===== src/rtl/sigmoid_horner_seq_if.sv =====
// -----------------------------------------------------------------------------
// sigmoid_horner_seq_if
// Handshake and coefficient-lookup bundle for the sigmoid evaluator.
//
//   in_valid / in_ready / x_in      : pre-activation input stream (Q5.10)
//   seg_idx                         : segment index driven to the lookups
//   term1 / term2 / term3           : per-segment coefficients (Q5.10)
//   out_valid / out_ready / y_out   : activation result stream (Q5.10)
//
// Modports:
//   master : the environment (upstream source, coefficient tables, sink)
//   slave  : the evaluator itself
// -----------------------------------------------------------------------------
interface sigmoid_horner_seq_if #(
   parameter int W = 16
);
   logic                  in_valid;
   logic                  in_ready;
   logic signed [W-1:0]   x_in;
   logic        [2:0]     seg_idx;
   logic signed [W-1:0]   term1;
   logic signed [W-1:0]   term2;
   logic signed [W-1:0]   term3;
   logic                  out_valid;
   logic                  out_ready;
   logic signed [W-1:0]   y_out;

   modport master (
      output in_valid, x_in, term1, term2, term3, out_ready,
      input  in_ready, seg_idx, out_valid, y_out
   );

   modport slave (
      input  in_valid, x_in, term1, term2, term3, out_ready,
      output in_ready, seg_idx, out_valid, y_out
   );
endinterface


===== src/rtl/sigmoid_horner_seq.sv =====
// -----------------------------------------------------------------------------
// sigmoid_horner_seq
// Sequential piecewise-quadratic sigmoid for the neuron activation path.
// |x| selects a segment; the segment's coefficients come back combinationally
// and y = t1 + t2*d + t3*d^2 is evaluated by Horner's rule on one shared
// multiplier. Negative inputs use odd symmetry: y(-x) = 1 - y(x).
//
// Ports:
//   clk  : rising-edge clock
//   rst  : synchronous active-high reset, returns the FSM to IDLE
//   bus  : sigmoid_horner_seq_if.slave
//          in_valid/in_ready/x_in     input handshake (ready only in IDLE)
//          seg_idx                    registered segment index to lookups
//          term1/term2/term3          coefficients for seg_idx
//          out_valid/out_ready/y_out  output handshake, held until taken
//
// Build option:
//   SIGMOID_HORNER_ROUND_EN  defined   : products round half up before >>> FRAC
//                            undefined : products truncate toward -inf
//
// Sequence: IDLE -> SEG -> MAC1 -> MAC2 -> SIGN -> HOLD -> IDLE.
// out_valid is first seen 4 cycles after the accept edge; with out_ready tied
// high a new result is produced every 6 cycles.
// -----------------------------------------------------------------------------
module sigmoid_horner_seq #(
   parameter int           W    = 16,
   parameter int           FRAC = 10,
   parameter logic [W-1:0] ONE  = 16'h0400
) (
   input  logic                 clk,
   input  logic                 rst,
   sigmoid_horner_seq_if.slave  bus
);

   // integer-part width of |x| (Q5.10 -> 5 bits)
   localparam int IPW = W - 1 - FRAC;

   localparam logic [2:0] S_IDLE = 3'd0;
   localparam logic [2:0] S_SEG  = 3'd1;
   localparam logic [2:0] S_MAC1 = 3'd2;
   localparam logic [2:0] S_MAC2 = 3'd3;
   localparam logic [2:0] S_SIGN = 3'd4;
   localparam logic [2:0] S_HOLD = 3'd5;

   localparam logic [2:0]           SEG_SAT = 3'd6;
   localparam logic [IPW-1:0]       IP_4    = IPW'(4);
   localparam logic [IPW-1:0]       IP_5    = IPW'(5);
   localparam logic signed [W-1:0]  S_MAX   = {1'b0, {(W-1){1'b1}}};
   localparam logic signed [W-1:0]  S_MIN   = {1'b1, {(W-1){1'b0}}};
   localparam logic signed [2*W:0]  HALF    = (2*W+1)'(1) << (FRAC - 1);

   // --------------------------------------------------------------------------
   // Arithmetic helpers
   // --------------------------------------------------------------------------

   // Product -> Q5.10: optional half-up rounding, arithmetic shift, then clamp.
   function automatic logic signed [W-1:0] scale_sat(input logic signed [2*W:0] p);
      logic signed [2*W:0] t;
      t = p;
`ifdef SIGMOID_HORNER_ROUND_EN
      t = t + HALF;
`endif
      t = t >>> FRAC;
      // fits in W bits when every bit above the sign bit matches it
      if ((t[2*W:W-1] == '0) || (t[2*W:W-1] == '1))
         return t[W-1:0];
      else
         return t[2*W] ? S_MIN : S_MAX;
   endfunction

   function automatic logic signed [W-1:0] sat_add(input logic signed [W-1:0] a,
                                                   input logic signed [W-1:0] b);
      logic signed [W:0] s;
      s = {a[W-1], a} + {b[W-1], b};
      if (s[W] != s[W-1])
         return s[W] ? S_MIN : S_MAX;
      else
         return s[W-1:0];
   endfunction

   function automatic logic signed [W-1:0] sat_sub(input logic signed [W-1:0] a,
                                                   input logic signed [W-1:0] b);
      logic signed [W:0] s;
      s = {a[W-1], a} - {b[W-1], b};
      if (s[W] != s[W-1])
         return s[W] ? S_MIN : S_MAX;
      else
         return s[W-1:0];
   endfunction

   // --------------------------------------------------------------------------
   // State
   // --------------------------------------------------------------------------
   logic [2:0]           r_state;
   logic signed [W-1:0]  r_x;
   logic                 r_neg;
   logic [W-1:0]         r_d;
   logic signed [W-1:0]  r_acc;
   logic [2:0]           r_seg;
   logic signed [W-1:0]  r_y;
   logic                 r_out_valid;

   // --------------------------------------------------------------------------
   // Segment classification (consumed in SEG from the latched input)
   // --------------------------------------------------------------------------
   logic [W-1:0]    w_abs;
   logic [IPW-1:0]  w_ip;
   logic [IPW-1:0]  w_base;
   logic [2:0]      w_seg;
   logic [W-1:0]    w_d;

   always_comb begin
      // -32768 has no positive twin; clamp its magnitude to the largest value
      if (!r_x[W-1])
         w_abs = r_x;
      else if (r_x == S_MIN)
         w_abs = S_MAX;
      else
         w_abs = -r_x;

      w_ip = w_abs[W-2:FRAC];

      if (w_ip < IP_4)
         w_seg = w_ip[2:0];
      else if (w_ip == IP_4)
         w_seg = 3'd4;
      else if (w_ip == IP_5)
         w_seg = 3'd5;
      else
         w_seg = SEG_SAT;

      w_base = (w_ip < IP_4) ? w_ip : IP_4;

      // abs - (base << FRAC): the fraction is untouched, only the integer part
      // is reduced, so the offset is assembled directly. Segment 5 keeps a
      // leading 1 here (1.0 <= d < 2.0); segment 6 ignores d.
      w_d = {1'b0, w_ip - w_base, w_abs[FRAC-1:0]};
   end

   // --------------------------------------------------------------------------
   // Shared multiplier: term3*d in MAC1, acc*d in MAC2
   // --------------------------------------------------------------------------
   logic signed [W-1:0]   w_mul_a;
   logic signed [W:0]     w_mul_b;
   logic signed [2*W:0]   w_prod;
   logic signed [W-1:0]   w_scaled;
   logic signed [W-1:0]   w_add_term;
   logic signed [W-1:0]   w_mac;

   always_comb begin
      w_mul_a    = (r_state == S_MAC1) ? bus.term3 : r_acc;
      w_add_term = (r_state == S_MAC1) ? bus.term2 : bus.term1;
      // d is unsigned; a zero top bit keeps it positive in the signed product
      w_mul_b    = {1'b0, r_d};
      w_prod     = w_mul_a * w_mul_b;
      w_scaled   = scale_sat(w_prod);
      w_mac      = sat_add(w_scaled, w_add_term);
   end

   // --------------------------------------------------------------------------
   // Control and datapath registers
   // --------------------------------------------------------------------------
   always_ff @(posedge clk) begin
      if (rst) begin
         r_state     <= S_IDLE;
         r_x         <= '0;
         r_neg       <= 1'b0;
         r_d         <= '0;
         r_acc       <= '0;
         r_seg       <= 3'd0;
         r_y         <= '0;
         r_out_valid <= 1'b0;
      end else begin
         case (r_state)
            S_IDLE: begin
               if (bus.in_valid) begin
                  r_x     <= bus.x_in;
                  r_state <= S_SEG;
               end
            end

            S_SEG: begin
               r_neg   <= r_x[W-1];
               r_d     <= w_d;
               r_seg   <= w_seg;
               r_state <= S_MAC1;
            end

            // saturated segment: sigmoid is 1.0; MAC states still take a cycle
            S_MAC1: begin
               r_acc   <= (r_seg == SEG_SAT) ? ONE : w_mac;
               r_state <= S_MAC2;
            end

            S_MAC2: begin
               r_acc   <= (r_seg == SEG_SAT) ? ONE : w_mac;
               r_state <= S_SIGN;
            end

            S_SIGN: begin
               r_y         <= r_neg ? sat_sub(ONE, r_acc) : r_acc;
               r_out_valid <= 1'b1;
               r_state     <= S_HOLD;
            end

            S_HOLD: begin
               if (bus.out_ready) begin
                  r_out_valid <= 1'b0;
                  r_state     <= S_IDLE;
               end
            end

            default: begin
               r_out_valid <= 1'b0;
               r_state     <= S_IDLE;
            end
         endcase
      end
   end

   assign bus.in_ready  = (r_state == S_IDLE);
   assign bus.seg_idx   = r_seg;
   assign bus.out_valid = r_out_valid;
   assign bus.y_out     = r_y;

endmodule


===== src/flat_wrapper.sv =====
// flat-port wrapper written by rule: the top's interface ports become plain ports
module sigmoid_horner_seq_flat 
#(
   parameter int           W    = 16,
   parameter int           FRAC = 10,
   parameter logic [W-1:0] ONE  = 16'h0400
)
  (clk, rst, bus_in_valid, bus_x_in, bus_term1, bus_term2, bus_term3, bus_out_ready, bus_in_ready, bus_seg_idx, bus_out_valid, bus_y_out);
  sigmoid_horner_seq_if #(.W(W)) bus_i ();
  input  logic clk;
  input  logic rst;
  input wire logic [$bits(bus_i.in_valid)-1:0] bus_in_valid;
  input wire logic [$bits(bus_i.x_in)-1:0] bus_x_in;
  input wire logic [$bits(bus_i.term1)-1:0] bus_term1;
  input wire logic [$bits(bus_i.term2)-1:0] bus_term2;
  input wire logic [$bits(bus_i.term3)-1:0] bus_term3;
  input wire logic [$bits(bus_i.out_ready)-1:0] bus_out_ready;
  output wire logic [$bits(bus_i.in_ready)-1:0] bus_in_ready;
  output wire logic [$bits(bus_i.seg_idx)-1:0] bus_seg_idx;
  output wire logic [$bits(bus_i.out_valid)-1:0] bus_out_valid;
  output wire logic [$bits(bus_i.y_out)-1:0] bus_y_out;
  assign bus_i.in_valid = bus_in_valid;
  assign bus_i.x_in = bus_x_in;
  assign bus_i.term1 = bus_term1;
  assign bus_i.term2 = bus_term2;
  assign bus_i.term3 = bus_term3;
  assign bus_i.out_ready = bus_out_ready;
  assign bus_in_ready = bus_i.in_ready;
  assign bus_seg_idx = bus_i.seg_idx;
  assign bus_out_valid = bus_i.out_valid;
  assign bus_y_out = bus_i.y_out;
  sigmoid_horner_seq #(.W(W), .FRAC(FRAC), .ONE(ONE)) u_core (.clk(clk), .rst(rst), .bus(bus_i));
endmodule

===== config.mk =====
export PLATFORM = sky130hd
export DESIGN_NAME = sigmoid_horner_seq_flat
export DESIGN_NICKNAME = d
export VERILOG_FILES = /design/src/rtl/sigmoid_horner_seq_if.sv /design/src/rtl/sigmoid_horner_seq.sv /design/src/flat_wrapper.sv
export SDC_FILE = /design/constraint.sdc
export NUM_CORES = 1
export LEC_CHECK = 0
export ABC_AREA = 0
export ABC_CLOCK_PERIOD_IN_PS = 27600
export CAP_MARGIN = 20
export CORE_AREA = 2 2 169 171
export DETAILED_ROUTE_END_ITERATION = 7
export DIE_AREA = 0 0 171 173
export PLACE_DENSITY_LB_ADDON = 0.2
export RECOVER_POWER = 25
export SETUP_SLACK_MARGIN = 0.4
export SYNTH_ARGS = -nofsm -noshare
export SYNTH_HDL_FRONTEND = slang
export SYNTH_SLANG_ARGS = --single-unit

===== constraint.sdc =====
create_clock -name clk -period 27.6 [get_ports clk]
set_input_delay 5.52 -clock clk [delete_from_list [all_inputs] [get_ports clk]]
set_output_delay 5.52 -clock clk [all_outputs]
set_load 0.01 [all_outputs]

Word-level counts from Yosys, hierarchy flattened
Index checks and enable logic that the tools add are counted.
Operators by class
  mux-type cells: 21
  add/subtract/negate cells: 4
  bitwise gates (word level): 1
  div/mod/pow operators: 0
  reductions and logical operators: 8
  equality and inequality tests: 14
  $lt $le $gt $ge: 1
  $mul: 1
  shift operators: 0
Operators by type and width (number)
  16-bit 2-to-1 mux: 10
  16-bit by 16-bit multiplier with 32-bit output: 1
  15-bit 2-to-1 mux: 2
  18-bit == test (second input constant): 1
  18-bit logical NOT: 1
  3-bit case mux with 6 select lines: 1
  16-bit by 16-bit adder with 17-bit output: 1
  12-bit by 16-bit subtractor with 17-bit output (first input constant): 1
  16-bit == test (second input constant): 1
  15-bit negation: 1
  3-bit 2-to-1 mux: 4
  5-bit by 3-bit == test with 1-bit output (second input constant): 2
  3-bit == test (second input constant): 3
  3-bit by 2-bit == test with 1-bit output (second input constant): 2
  2-bit AND reduction: 3
  5-bit by 3-bit < comparator with 1-bit output (second input constant): 1
  5-bit 2-to-1 mux: 1
  5-bit subtractor: 1
  2-bit inequality test (second input constant): 2
  4-bit OR reduction: 1
  3-bit by 1-bit == test with 1-bit output (second input constant): 1
  3-bit logical NOT: 1
  1-bit case mux with 3 select lines: 1
  2-bit 2-to-1 mux: 1
  other kinds (5): 6
Storage, ports and cells
  logic and storage cells: 58
  flip-flop bits (word level): 71
  memories: 0
  memory bits (writable): 0
  output and inout bits: 21
  bits in latches: 0
  memory bits (read-only): 0

Depth between registers and ports, before layout
Gate-level depths: netlist of run 1.
  depth after elaboration: 10
  gate-level depth with buffers: 43
  mapped depth without buffers: 38

Least setup slack after synthesis of run 1
Ideal clock, no wire load.
  path type: input to register
  from: in bus_term3[15]
  to: reg u_core.r_acc[13]
  arrival: 14.306 ns
  library setup time: 0.142 ns
  cell stages on the path: 35
  slack: 13.153 ns
  cell sequence: mux2_2 > clkbuf_1 > nand2_1 > fa_1 > inv_1 > fa_1 > fa_1 > fa_1 > fa_1 > inv_1 > fa_1 > inv_1 > ha_1 > a21oi_1 > o21ai_0 > or4_1 > or4_4 > and4_4 > nor3_1 > o211ai_2 > o21ai_1 > buf_2 > nand3_1 > ha_1 > inv_1 > fa_1 > nand3b_1 > a21boi_0 > o21ai_0 > a221oi_1 > o32ai_1 > a31oi_1 > o211ai_1 > clkbuf_1 > a22oi_1
Between the ends
  word-level cells in the longest chain between the ends: 9
  elaborated cells between the ends (all ways): 12
  those cells by class: add/sub: 1; mul: 1; eq/ne: 2; mux: 6; reduce/logical: 2
Ends and longest elaborated chain
  start, declared: line flat_wrapper.sv:16  | input wire logic [$bits(bus_i.term3)-1:0] bus_term3;
  16-bit 2-to-1 mux *: line sigmoid_horner_seq.sv:151  | w_mul_a = (r_state == S_MAC1) ? bus.term3 : r_acc;
  16-bit by 16-bit multiplier with 32-bit output *: line sigmoid_horner_seq.sv:155  | w_prod = w_mul_a * w_mul_b;
  18-bit == test / 18-bit logical NOT (equally long branches): line sigmoid_horner_seq.sv:65  | if ((t[2*W:W-1] == '0) || (t[2*W:W-1] == '1))
  1-bit logical OR: line sigmoid_horner_seq.sv:65
  16-bit 2-to-1 mux *: line sigmoid_horner_seq.sv:65
  16-bit by 16-bit adder with 17-bit output *: line sigmoid_horner_seq.sv:74  | s = {a[W-1], a} + {b[W-1], b};
  16-bit 2-to-1 mux / 1-bit inequality test (equally long branches): line sigmoid_horner_seq.sv:76, sigmoid_horner_seq.sv:75
  16-bit 2-to-1 mux *: line sigmoid_horner_seq.sv:75  | if (s[W] != s[W-1])
  16-bit 2-to-1 mux *: line sigmoid_horner_seq.sv:191, sigmoid_horner_seq.sv:196
  end signal, assigned: line sigmoid_horner_seq.sv:191  | r_acc <= (r_seg == SEG_SAT) ? ONE : w_mac;
  end signal, assigned: line sigmoid_horner_seq.sv:196  | r_acc <= (r_seg == SEG_SAT) ? ONE : w_mac;
  end, declared: line sigmoid_horner_seq.sv:98  | logic signed [W-1:0] r_acc;
Every way passes the cells marked *; elsewhere a longest branch is shown, timed or not.
A chain may end at the register's enable or synchronous reset.

Worst setup path in the final report of run 1
  from: in bus_term3[15]
  to: reg u_core.r_acc[3]
Same word-level chain as after synthesis.

==> flow_metrics.py, run 1 <==
metrics = {
    "worst_setup_path": {
        "critPathLaunch": "bus_term3[15]",
        "worstReg2RegEnd": "u_core.r_acc[3]",
        "reg2reg_from": "u_core.r_state[1]",
        "end_kind": "register",
        "crit_buf_inv": 5,
        "rrSetupSlack_ps": 15940,
        "critPathArrivalTime_ps": 16210,
        "crit_top_cell": "fa_1",
        "crit_fanout": 15,
        "crit_cells": 33,
        "path_class": "in2reg",
        "cp_slowest_cell": "o211ai_1",
        "r2r_cells": 34,
        "start_kind": "primary input",
        "path_delay_family": "adder cells",
        "cpPeakStageDelay_ps": 830,
        "cp-endpoint": "u_core.r_acc[3]",
        "required_ps": 27760,
    },
    "detailed_routing": {
        "drt_wl_total_microns": 36500,
        "avgRoutedWirePerCell_microns": 17.2,
        "routed-via-count": 11700,
        "drc": 0,
        "vias_per_cell": 5.50,
        "drtAntennaViolNets": 0,
        "first_pass_iters": 5,
        "drt-initial-drc-count": 619,
    },
    "power_and_ir_drop": {
        "ir_worst_vdd_uv": 69.7,
        "p_leak_nw": 7.44,
        "p_per_area_nw_per_um2": 81.8,
    },
    "outcome": {
        "status": "complete, but fails checks",
        "violations": "capacitance limit, slew limit",
    },
    "finish": {
        "multi_input_area_sq_um": 11500,
        "drive_gt1_share_pct": 4.00,
        "layout.nets": 2157,
        "nFillCells": 2558,
        "seq_area_sq_um": 1420,
        "syn_to_final_growth_pct": 9.29,
        "diodes": 0,
    },
    "synthesis": {
        "synthArstFlopShare_pct": 0,
        "synthCells": 1722,
        "yosys_warnings": 0,
        "syn_nets": 2135,
        "yosysTopAreaCellShare_pct": 34.1,
        "ys_ff_latch": 71,
        "yosys.area.top_type": "fa_1",
        "synth-main-ff-cell": "dfxtp_1",
        "ys_types": 76,
        "yosysMostFrequentCell": "inv_1",
        "synth_area_per_cell_sq_um": 8.38,
        "synth.cell_area_sq_um": 14400,
        "synthTopCellsByArea": "fa_1 (34%), dfxtp_1 (9.8%), ha_1 (8.6%)",
        "ys_seq_area_share_pct": 9.85,
        "ys_top_cells_by_count": "inv_1 (309), fa_1 (246), nand2_1 (232), and2_1 (124)",
        "synth-edff-count": 0,
    },
    "die": {
        "start_util_pct": 52.2,
        "die_x_microns": 171,
        "io_pins": 89,
        "fp.coreArea_sq_um": 27600,
        "dieArea_sq_um": 29600,
        "die_y_microns": 173,
        "num_rows": 61,
    },
    "place": {
        "portBuffers": 88,
        "gp_congestion": 0.935,
        "hpwl_microns": 29700,
        "preCtsSetupSlack_ps": 11250,
    },
    "clock_network": {
        "post_cts_buffers": 0,
        "cts-root-buf": "clkbuf_16",
        "hold_buffers": 0,
        "ctsResizeCount": 0,
        "htreeDepth": 3,
        "cts.clk_slew.worst_paths_ps": 60,
        "cts.sinks": 71,
        "cts_buffers": 9,
        "clk_latency_ps": 330,
        "clock_path_buffers": 2,
        "cts_tree": "done",
    },
    "sta": {
        "relSlewSlack_pct": -68.9,
        "layout_min_cycle_time_ps": 16050,
        "rsz0062_at_grt": "false",
        "setup_viol": 0,
        "fin_skew_ps": 8.78,
        "max_freq_mhz": 62.3,
        "setup_ws_ps": 11550,
        "drv_slew": 60,
        "whs_ps": 454,
        "tightest_slew_ps": 2530,
        "period_share_pct": 58.1,
        "tns_ps": 0,
        "hold_viol": 0,
    },
    "global_route": {
        "grt_max_degree": 60,
        "grt_pass1_wl_microns": 61600,
        "antenna_found_initial": 1,
        "grt_pass1_vias": 12300,
        "grt_overflow_total": 0,
        "grtUsageTotal_pct": 25.9,
    },
    "job": {
        "maxCapViolations": 1,
    },
    "min_path": {
        "hold_path.class": "reg2reg",
    },
}
==> worst min-delay path by stage <==
stage                                     from                    to  slack (ps)  cells after the start
after floorplan                  u_core.r_x[0]         u_core.r_x[0]         450                      2
after global placement    u_core.bus.y_out[12]  u_core.bus.y_out[12]         440                      2
after detailed placement   u_core.bus.y_out[7]   u_core.bus.y_out[7]         450                      2
after CTS                  u_core.bus.y_out[2]   u_core.bus.y_out[2]         460                      2
after global routing      u_core.bus.y_out[11]  u_core.bus.y_out[11]         480                      2
final                      u_core.bus.y_out[6]   u_core.bus.y_out[6]         450                      2
==> per-stage QoR <==
stage | cells | total power, mW | utilization, % | cell area [sq um]
floorplan | 1722 | 0.901 | - | 14400
global placement | 2111 | 1.16 | 56.1 | 15500
detailed placement | 2111 | 1.16 | 56.1 | 15500
CTS | 2126 | 1.28 | 57.1 | 15800
global route | 2126 | 1.41 | 57.1 | 15800
finish | 2126 | 1.29 | 57.1 | 15800
==> cell usage in the layout (no fill, tap or decap), drive strengths merged, types with 13 or more instances in the layout <==
cell and count:
inv 309, fa 246, nand2 232, and2 124
a21oi 100, ha 99, clkdlybuf4s50 87, nor2 76
dfxtp 71, o21ai 41, xnor2 35, mux2 30
nand3 21, nor3 19, a22oi 17, xor2 15
a21o 14, a311oi 13
==> flip-flops by register name, summed over array words and instances, names as in the netlist <==
name and flops:
u_core.bus.y_out 16, u_core.r_acc 16, u_core.r_x 16, u_core.r_d 15, u_core.bus.seg_idx 3, u_core.r_state 3
u_core.bus.out_valid 1, u_core.r_neg 1
==> per-layer routing <==
metal	GRT usage, %	vias up	wire, microns
met1	35.0	5832	16300
met5	0	-	0
met4	7.56	0	750
met3	2.01	56	1300
met2	44.5	270	18100
li1	-	5535	-
==> power breakdown <==
group          internal (mW)  leakage [nW]  switching [mW]
Sequential             0.116         0.578          0.0369
Combinational          0.396          6.73           0.635
Clock                 0.0622         0.131          0.0425
Total                  0.575          7.44           0.715
==> kinds of logic (layout without fill, tap and decap cells) <==
logic type      count (synthesis)  in the layout  share of synthesized area (%)
simple gates                  538            538                           18.2
buf+inv                       394            420                           10.3
fa+ha+maj                     345            345                           42.7
compound gates                288            288                           13.1
flops                          71             71                           9.85
xor+xnor                       50             50                           3.03
mux                            36             36                           2.78
==> area by class of cell <==
type	count	share of cell area, %
Multi-Input combinational cell	1257	73.1
Sequential cell	71	9.01
Inverter	310	7.38
Timing Repair Buffer	95	5.88
Tap cell	378	3.00
Clock buffer	11	1.54
Clock inverter	4	0.143
==> worst reg2reg max path: cells and delay by family (launching register included) <==
| kind | cells | cell delay (ps) |
|---|---|---|
| adders and majority gates | 9 | 3940 |
| AOI/OAI and AO/OA | 11 | 3580 |
| and+or+nand+nor | 8 | 2230 |
| buffers and inverters | 5 | 720 |
| DFF | 1 | 550 |
| muxes | 1 | 440 |
(Power assumes the default switching activity.)
==> run 2, diff against run 1 <==
ABC_CLOCK_PERIOD_IN_PS = 14400   (was 27600)
clock period = 14.4 ns   (was 27.6 ns; I/O delays follow)
==> run 2 against run 1 <==
The run still ends with capacitance limit, slew limit left. Largest cell class unchanged. Highest routed layer unchanged. Via count grew 0.22%. Setup slack lost 10000 ps. Hold slack lost 1.0 ps. Critical endpoint is now u_core.r_acc[11]. Cell count is essentially flat. Non-clock buffer count grew 2. Flip-flop and latch count is the same. Utilization grew 0.23 points. Sequential share of layout area is essentially flat. Total power grew 95%. First-iteration DRC count shrank 4.5%. Combinational power grew 93%. Register-to-register slack lost 13000 ps.
==> flow_metrics.py, run 2 (synthesized netlist as in run 1, its figures left out) <==
metrics = {
    "clock_network": {
        "cts.clk_slew.worst_paths_ps": 60,
        "post_cts_buffers": 0,
        "cts.sinks": 71,
        "hold_buffers": 0,
        "ctsResizeCount": 0,
        "htreeDepth": 3,
        "cts_tree": "done",
        "clock_path_buffers": 2,
        "cts-root-buf": "clkbuf_16",
        "cts_buffers": 9,
        "clk_latency_ps": 340,
    },
    "finish": {
        "nFillCells": 2591,
        "diodes": 0,
        "drive_gt1_share_pct": 4.11,
        "final_common_cell": "inv_1",
        "seq_area_sq_um": 1420,
        "multi_input_area_sq_um": 11500,
        "layout.nets": 2159,
        "syn_to_final_growth_pct": 9.73,
        "final_cell_mix": "inv_1 (309), fa_1 (246), nand2_1 (232)",
    },
    "global_route": {
        "grt_pass1_wl_microns": 60700,
        "grt_pass1_vias": 12300,
        "grt_overflow_total": 0,
        "grt_max_degree": 60,
        "antenna_found_initial": 1,
        "grtUsageTotal_pct": 25.5,
    },
    "sta": {
        "relSlewSlack_pct": -67.8,
        "tightest_slew_ps": 2520,
        "max_freq_mhz": 78.0,
        "period_share_pct": 89.1,
        "tns_ps": 0,
        "setup_viol": 0,
        "hold_viol": 0,
        "rsz0062_at_grt": "false",
        "layout_min_cycle_time_ps": 12830,
        "drv_slew": 60,
        "whs_ps": 453,
        "fin_skew_ps": 8.18,
    },
    "place": {
        "portBuffers": 88,
        "hpwl_microns": 29300,
        "gp_congestion": 0.919,
    },
    "detailed_routing": {
        "avgRoutedWirePerCell_microns": 17.1,
        "first_pass_iters": 5,
        "vias_per_cell": 5.51,
        "routed-via-count": 11700,
        "drc": 0,
        "drtAntennaViolNets": 0,
        "drt-initial-drc-count": 591,
        "drt_wl_total_microns": 36400,
    },
    "power_and_ir_drop": {
        "total_power_mw": 2.52,
        "p_leak_nw": 7.48,
        "ir_worst_vdd_uv": 141,
        "p_per_area_nw_per_um2": 159,
    },
    "worst_setup_path": {
        "rrSetupSlack_ps": 3330,
        "required_ps": 14600,
        "cpPeakStageDelay_ps": 670,
        "start_kind": "primary input",
        "cp_slowest_cell": "fa_1",
        "reg2reg_from": "u_core.r_state[1]",
        "end_kind": "register",
        "worstReg2RegEnd": "u_core.r_acc[11]",
        "critPathArrivalTime_ps": 13020,
        "path_class": "in2reg",
        "crit_fanout": 15,
        "crit_top_cell": "fa_1",
        "r2r_cells": 35,
        "cp-endpoint": "u_core.r_acc[11]",
        "critPathLaunch": "bus_term3[15]",
    },
    "die": {
        "dieArea_sq_um": 29600,
        "die_y_microns": 173,
        "die_x_microns": 171,
        "start_util_pct": 52.2,
        "num_rows": 61,
        "io_pins": 89,
        "fp.coreArea_sq_um": 27600,
    },
    "outcome": {
        "violations": "capacitance limit, slew limit",
        "status": "complete, but fails checks",
    },
    "job": {
        "maxCapViolations": 1,
    },
    "min_path": {
        "hold_path.class": "reg2reg",
    },
}
run 2: cell types whose count changed in the layout (fill, tap and decap cells not counted):
cell        previous run  this run
buf_4                  7         9
bufinv_16              0         2
clkinv_2               3         2
clkinvlp_4             1         0
run 2: worst max-delay path, delay by kind of cell:
family,cells,cell delay [ps]
AOI/OAI and AO/OA,11,2830
buffers and inverters,6,1020
muxes,1,360
and+or+nand+nor,7,2010
adders and majority gates,9,3870
run 2: worst min path at each step:
stage	from	to	slack [ps]	cells past startpoint
floorplan	u_core.r_x[0]	u_core.r_x[0]	450	2
global placement	u_core.bus.y_out[12]	u_core.bus.y_out[12]	440	2
detailed placement	u_core.bus.y_out[3]	u_core.bus.y_out[3]	450	2
CTS	u_core.bus.y_out[6]	u_core.bus.y_out[6]	460	2
global route	u_core.bus.y_out[12]	u_core.bus.y_out[12]	480	2
finish	u_core.bus.y_out[12]	u_core.bus.y_out[12]	450	2
run 2: layout make-up:
cell class | count | share of cell area [%]
Inverter | 310 | 7.35
Multi-Input combinational cell | 1257 | 72.8
Clock inverter | 4 | 0.442
Timing Repair Buffer | 97 | 5.95
Tap cell | 378 | 2.99
Clock buffer | 11 | 1.53
Sequential cell | 71 | 8.97
run 2: per-layer routing:
metal	GRT usage (%)	wire length [microns]	up-vias
met3	2.54	1600	61
met5	0	0	-
li1	-	-	5544
met4	7.06	846	0
met2	44.2	17900	295
met1	33.8	16000	5819
run 2: metrics by stage:
step           instance area (sq um)  utilization (%)  setup slack, ps  std cells
6_report                       15800             57.3             1570       2128
5_1_grt                        15800             57.3              806       2128
4_1_cts                        15800             57.3             1620       2128
3_5_place_dp                   15500             56.2             1290       2113
3_3_place_gp                   15500             56.2             1530       2113
2_1_floorplan                  14400                -             2590       1722
run 2: report_power, final:
group | switching (mW) | internal, mW | leakage [nW]
sequential | 0.0706 | 0.223 | 0.578
combinational | 1.22 | 0.763 | 6.74
clock | 0.0823 | 0.155 | 0.155
==> run 3, diff against run 2 <==
TNS_END_PERCENT = 100   (was not set)
==> results of run 3 <==
The final DEF is identical to that of run 2; final timing and power are the same.
